[config.mk]
export PLATFORM = sky130hd
export DESIGN_NAME = feistel_engine
export DESIGN_NICKNAME = d
export VERILOG_FILES = /design/src/rtl/feistel_engine.sv
export SDC_FILE = /design/constraint.sdc
export NUM_CORES = 1
export LEC_CHECK = 0
export CAP_MARGIN = 20
export CORE_ASPECT_RATIO = 1.25
export CORE_MARGIN = 10
export CORE_UTILIZATION = 35
export DETAILED_ROUTE_END_ITERATION = 12
export PLACE_DENSITY = 0.72
export SETUP_SLACK_MARGIN = 0.2
export SLEW_MARGIN = 20
export SYNTH_ARGS = -nofsm -noshare
export SYNTH_HDL_FRONTEND = slang
export SYNTH_SLANG_ARGS = --single-unit
[constraint.sdc]
create_clock -name clk -period 1.48 [get_ports clk]
set_input_delay 0.148 -clock clk [delete_from_list [all_inputs] [get_ports clk]]
set_output_delay 0.148 -clock clk [all_outputs]
set_load 0.01 [all_outputs]
[src/rtl/feistel_engine.sv]
// rtl/feistel_engine.sv - iterative Feistel round engine sequencing single or triple (EDE) passes
module feistel_engine #(
    parameter int HALF_W = 32,
    parameter int ROUNDS = 16,
    parameter int RND_W  = $clog2(ROUNDS)
) (
    input  logic                clk,
    input  logic                reset,
    input  logic                in_valid,
    output logic                in_ready,
    input  logic [2*HALF_W-1:0] in_block,
    input  logic                is_enc,
    input  logic                tdes,
    output logic                out_valid,
    input  logic                out_ready,
    output logic [2*HALF_W-1:0] out_block,
    output logic [RND_W-1:0]    ks_round,
    output logic [1:0]          ks_key_sel,
    output logic                ks_dec,
    output logic [HALF_W-1:0]   f_r,
    input  logic [HALF_W-1:0]   f_out,
    output logic                busy
);
    typedef enum logic [1:0] {ST_IDLE, ST_ROUND, ST_DONE} state_t;

    localparam logic [RND_W-1:0] LAST_RND = RND_W'(ROUNDS - 1);

    state_t            state_q, state_d;
    logic [HALF_W-1:0] l_q, l_d;
    logic [HALF_W-1:0] r_q, r_d;
    logic [RND_W-1:0]  rnd_q, rnd_d;
    logic [1:0]        pass_q, pass_d;
    logic              enc_q, enc_d;
    logic              tdes_q, tdes_d;

    logic              pass_enc;
    logic              last_rnd;
    logic              last_pass;

    // EDE flips direction only on the middle pass; decrypt walks the keys backwards
    always_comb begin
        pass_enc  = tdes_q ? (enc_q ^ (pass_q == 2'd1)) : enc_q;
        last_rnd  = (rnd_q == LAST_RND);
        last_pass = tdes_q ? (pass_q == 2'd2) : (pass_q == 2'd0);
    end

    always_comb begin
        busy       = (state_q == ST_ROUND);
        in_ready   = (state_q == ST_IDLE);
        out_valid  = (state_q == ST_DONE);
        out_block  = {l_q, r_q};
        f_r        = r_q;
        ks_round   = '0;
        ks_key_sel = 2'd0;
        ks_dec     = 1'b0;
        if (state_q == ST_ROUND) begin
            ks_round   = pass_enc ? rnd_q : (LAST_RND - rnd_q);
            ks_key_sel = tdes_q ? (enc_q ? pass_q : (2'd2 - pass_q)) : 2'd0;
            ks_dec     = !pass_enc;
        end
    end

    always_comb begin
        state_d = state_q;
        l_d     = l_q;
        r_d     = r_q;
        rnd_d   = rnd_q;
        pass_d  = pass_q;
        enc_d   = enc_q;
        tdes_d  = tdes_q;
        case (state_q)
            ST_IDLE: begin
                if (in_valid) begin
                    l_d     = in_block[2*HALF_W-1:HALF_W];
                    r_d     = in_block[HALF_W-1:0];
                    enc_d   = is_enc;
                    tdes_d  = tdes;
                    rnd_d   = '0;
                    pass_d  = 2'd0;
                    state_d = ST_ROUND;
                end
            end
            ST_ROUND: begin
                if (last_rnd) begin
                    // no swap on the last round, so {L,R} feeds the next pass directly
                    l_d   = l_q ^ f_out;
                    rnd_d = '0;
                    if (last_pass) begin
                        state_d = ST_DONE;
                    end else begin
                        pass_d = pass_q + 2'd1;
                    end
                end else begin
                    l_d   = r_q;
                    r_d   = l_q ^ f_out;
                    rnd_d = rnd_q + RND_W'(1);
                end
            end
            ST_DONE: begin
                if (out_ready) begin
                    state_d = ST_IDLE;
                end
            end
            default: state_d = ST_IDLE;
        endcase
    end

    always_ff @(posedge clk) begin
        if (!reset) begin
            state_q <= ST_IDLE;
            l_q     <= '0;
            r_q     <= '0;
            rnd_q   <= '0;
            pass_q  <= 2'd0;
            enc_q   <= 1'b0;
            tdes_q  <= 1'b0;
        end else begin
            state_q <= state_d;
            l_q     <= l_d;
            r_q     <= r_d;
            rnd_q   <= rnd_d;
            pass_q  <= pass_d;
            enc_q   <= enc_d;
            tdes_q  <= tdes_d;
        end
    end
endmodule

==> run_results.csv, run 1 <==
group,metric,value,unit
status,status,"finished with violations",
status,violations,"negative setup slack",
floorplan,dieArea,18170,sq um
timing,slew_viol_final,0,
drt,wl_per_cell,18.98,microns
critical_path,critical_path.max_fanout,3,
critical_path,cp-start-kind,"flip-flop",
power_and_ir_drop,p_sw,1.801,mW
power_and_ir_drop,ir_drop,0.5968,mV
grt,overflow,0,
timing,worstMarginPinSlew,0.3402,ns
power_and_ir_drop,p_per_area,850.1,nW/um^2
floorplan,start_util,0.3603,
timing,max_freq,0.5889,GHz
final_layout,area_growth,69.23,%
clock_tree,htreeDepth,3,
worst_hold_path,hp-class,"in -> reg",
timing,fin_crit_sh,1.147,
grt,grt_pass1_vias,4483,
timing,setup_viol,75,
timing,fin_ws,-0.2181,ns
drt,drc,0,
yosys,yosys_warnings,0,
yosys,yosysTopAreaCell,"dfxtp_1",
final_layout,fill_cells,1106,
critical_path,arrival,1.55,ns
yosys,syn-num-nets,593,
drt,totalWireLength,16670,microns
flow_run,cap_violations,0,
yosys,netlist_top_cells_area,"dfxtp_1, mux2i_1, mux2_2",
power_and_ir_drop,comb_power_share,0.286,
power_and_ir_drop,sw_frac_of_total,0.2720,
yosys,ys_async_sr_fraction,0,
critical_path,rr_startpoint,"rnd_q[1]$_SDFFE_PN0P_",
yosys,ys_ff_latch,74,
timing,relSlewSlack,0.7732,
yosys,ys_seq_area_frac,0.3218,
yosys,ys.flop_type,"dfxtp_1",
yosys,synthesis.area,4603,sq um
yosys,synth_cells,487,
timing,skew,0.006178,ns
power_and_ir_drop,p_int,4.821,mW
clock_tree,cts.sinks,74,
clock_tree,clock_insertion_delay_worst_skew,0.33,ns
yosys,synth_edf_count,0,
critical_path,r2r_cells,9,
clock_tree,clkTransAtPathRegs,0.06,ns
placement,numPlacedInstances,828,
drt,drtIter0Drc,182,
timing,hold_viol_final,0,
final_layout,final-seq-area,1499,sq um
placement,portBuffers,207,
drt,via_per_inst,5.043,
grt,grt_first_pass_wirelength,25610,microns
final_layout,nets,810,
timing,rsz0062_at_grt,"true",
floorplan,coreArea,12780,sq um
yosys,netlist-cell-type-count,36,
final_layout,multi_input_area,2829,sq um
final_layout,fin_cells,878,
final_layout,drive_gt1_frac,0.2652,
placement,gp_congestion,0.7886,
critical_path,end_kind,"primary output",
power_and_ir_drop,p_leak,3.416,nW
power_and_ir_drop,seqPwrFrac,0.352,
grt,grt_max_degree,77,
clock_tree,ctsHoldBuffers,0,
critical_path,path_class,"reg -> out",
floorplan,io_pins,208,
floorplan,fp.dieW,122.6,microns
critical_path,crit_start,"pass_q[1]$_SDFFE_PN0P_",
clock_tree,cts_root_buf,"clkbuf_16",
grt,antenna_found_initial,1,
critical_path,reg2reg_slack,-0.18,ns
final_layout,fin_util,0.6097,
critical_path,endpoint,"ks_round[2]",
critical_path,timing.rr.end,"f_r[15]$_SDFFE_PN0P_",
floorplan,fp.dieH,148.2,microns
timing,fin_crit,1.698,ns
clock_tree,cts_tree,"built",
clock_tree,cts_made_buffers,9,
floorplan,num_rows,46,
drt,via_count,4428,
drt,drtAntennaViolNets,0,
placement,dpl_cell_area,6902,sq um
critical_path,worstPathRequired,1.33,ns
final_layout,fin_area,7790,sq um
timing,totalNegativeSetupSlack,-9.149,ns
placement,dp_hpwl,12130,microns
placement,pre_cts_slack,-0.2848,ns
drt,firstDrtPassIters,4,
yosys,syn_area_per_cell,9.452,sq um
power_and_ir_drop,p_clk_frac,0.361,
yosys,yosysTopAreaCellShare,0.3218,
clock_tree,cts_max_path_buffers,2,
grt,grtUsageTotal,0.1771,
## logic make-up after synthesis
| family | count (synthesis) | share of synthesized area |
|---|---|---|
| multiplexers | 85 | 0.1927 |
| flip-flops | 74 | 0.3218 |
| XOR/XNOR | 37 | 0.07040 |
| adder cells (fa/ha/maj) | 4 | 0.01087 |
| AO/OA/AOI/OAI | 97 | 0.1566 |
| AND/OR/NAND/NOR | 110 | 0.1373 |
| buffers and inverters | 80 | 0.1104 |
## placed cells by master, fill, tap and decap left out, types with 2 or more instances in the layout
cell type and count:
clkdlybuf4s50_1 100, dlygate4sd2_1 96, dfxtp_1 68, mux2i_1 54, a21oi_1 37, nor2b_1 33
buf_4 29, mux2_2 28, xor2_1 27, nor3b_1 27, o221a_2 27, nand2_1 18
buf_6 18, buf_12 18, nor2_1 12, o211ai_1 10, xnor2_1 9, clkbuf_16 9
buf_16 7, buf_2 7, inv_1 6, o21ai_0 6, a21boi_1 5, ha_4 4
dfxtp_4 4, nor2_4 3, and3_4 3, nand4_1 3, inv_4 2, nand2b_1 2
o21ai_1 2, nand2_2 2, a22oi_2 2, bufinv_16 2, clkbuf_8 2, dfxtp_2 2
buf_8 2
## registers in the layout, summed over array words and instances (netlist names)
register and flops:
tdes_q 1, state_q 2, enc_q 1, rnd_q 4
pass_q 2, f_r 32, l_q 32
## cell usage after synthesis, types with 2 or more instances
| cell | instances |
|---|---|
| a21boi_1 | 5 |
| a21oi_1 | 38 |
| a22oi_1 | 2 |
| a31oi_1 | 2 |
| and2_1 | 2 |
| and3_1 | 3 |
| buf_2 | 14 |
| buf_4 | 34 |
| buf_6 | 5 |
| buf_8 | 2 |
| clkbuf_1 | 15 |
| dfxtp_1 | 74 |
| ha_1 | 4 |
| inv_1 | 8 |
| mux2_2 | 29 |
| mux2i_1 | 56 |
| nand2_1 | 21 |
| nand2b_1 | 3 |
| nand4_1 | 3 |
| nor2_1 | 14 |
| nor2b_1 | 34 |
| nor3b_1 | 27 |
| o211ai_1 | 10 |
| o21ai_0 | 9 |
| o221a_2 | 27 |
| xnor2_1 | 9 |
| xor2_1 | 28 |
## per-layer routing
layer / track usage / part of all wire / wire, microns / vias to the layer above
li1: - / - / - / 2136
met1: 0.2019 / 0.40 / 6626 / 2129
met2: 0.3077 / 0.51 / 8560 / 146
met3: 0.05189 / 0.070 / 1167 / 17
met4: 0.05667 / 0.019 / 311 / 0
met5: 0 / 0 / 0 / -
## cell type report
| cell class | instances | share of cell area |
|---|---|---|
| timing repair buffer | 277 | 0.3697 |
| multi-input combinational | 333 | 0.3632 |
| sequential | 74 | 0.1924 |
| clock buffer | 12 | 0.03293 |
| tap | 168 | 0.02698 |
| clock inverter | 4 | 0.009476 |
| inverter | 9 | 0.004979 |
| antenna | 1 | 0.0003212 |
## per-stage QoR
| step | hold slack (ns) | total power, mW |
|---|---|---|
| after floorplan | 0.3175 | 3.329 |
| after global placement | 0.4618 | 4.241 |
| after CTS | 0.2941 | 6.675 |
| after detailed placement | 0.4803 | 4.285 |
| after global routing | 0.3422 | 6.936 |
| final | 0.2927 | 6.622 |
## how the worst min path moves through the flow
stage / start / end / slack, ns / cells after the start
after CTS: reset / state_q[0]$_SDFFE_PN0P_ / 0.29 / 4
after global placement: pass_q[0]$_SDFFE_PN0P_ / pass_q[0]$_SDFFE_PN0P_ / 0.46 / 2
after floorplan: is_enc / enc_q$_SDFFE_PN0P_ / 0.32 / 2
after detailed placement: pass_q[0]$_SDFFE_PN0P_ / pass_q[0]$_SDFFE_PN0P_ / 0.48 / 2
final: reset / pass_q[1]$_SDFFE_PN0P_ / 0.29 / 4
after global routing: reset / pass_q[1]$_SDFFE_PN0P_ / 0.34 / 4
## power groups by stage
stage	clock (mW)	combinational [mW]	sequential, mW
3_3_place_gp	0	1.86	2.38
3_5_place_dp	0	1.90	2.39
5_1_grt	2.53	2.04	2.36
4_1_cts	2.46	1.88	2.33
2_1_floorplan	0	0.903	2.43
6_report	2.39	1.90	2.33
## critical path, stage by stage, from the launching register on
cell     delay, ns
dfxtp_2       0.33
inv_2         0.05
ha_4          0.15
nand2_4       0.07
xor2_4        0.17
buf_6         0.13
xnor2_1       0.12
nor2_1        0.06
buf_2         0.14
## repair_timing
| action | in CTS | in global routing |
|---|---|---|
| gates resized for setup | 176 | 23 |
| setup endpoints to repair | 178 | 84 |
| gates cloned | 7 | 0 |
| pin swaps | 20 | 15 |
| setup buffers | 24 | 2 |
Note: power is estimated with default switching activity, not from simulation.
==> inputs of run 2 (changes only) <==
- CTS_CLUSTER_DIAMETER: default -> 120
- SLEW_MARGIN: 20 -> 25
==> results of run 2 <==
The final DEF is identical to that of run 1; final timing and power are the same.
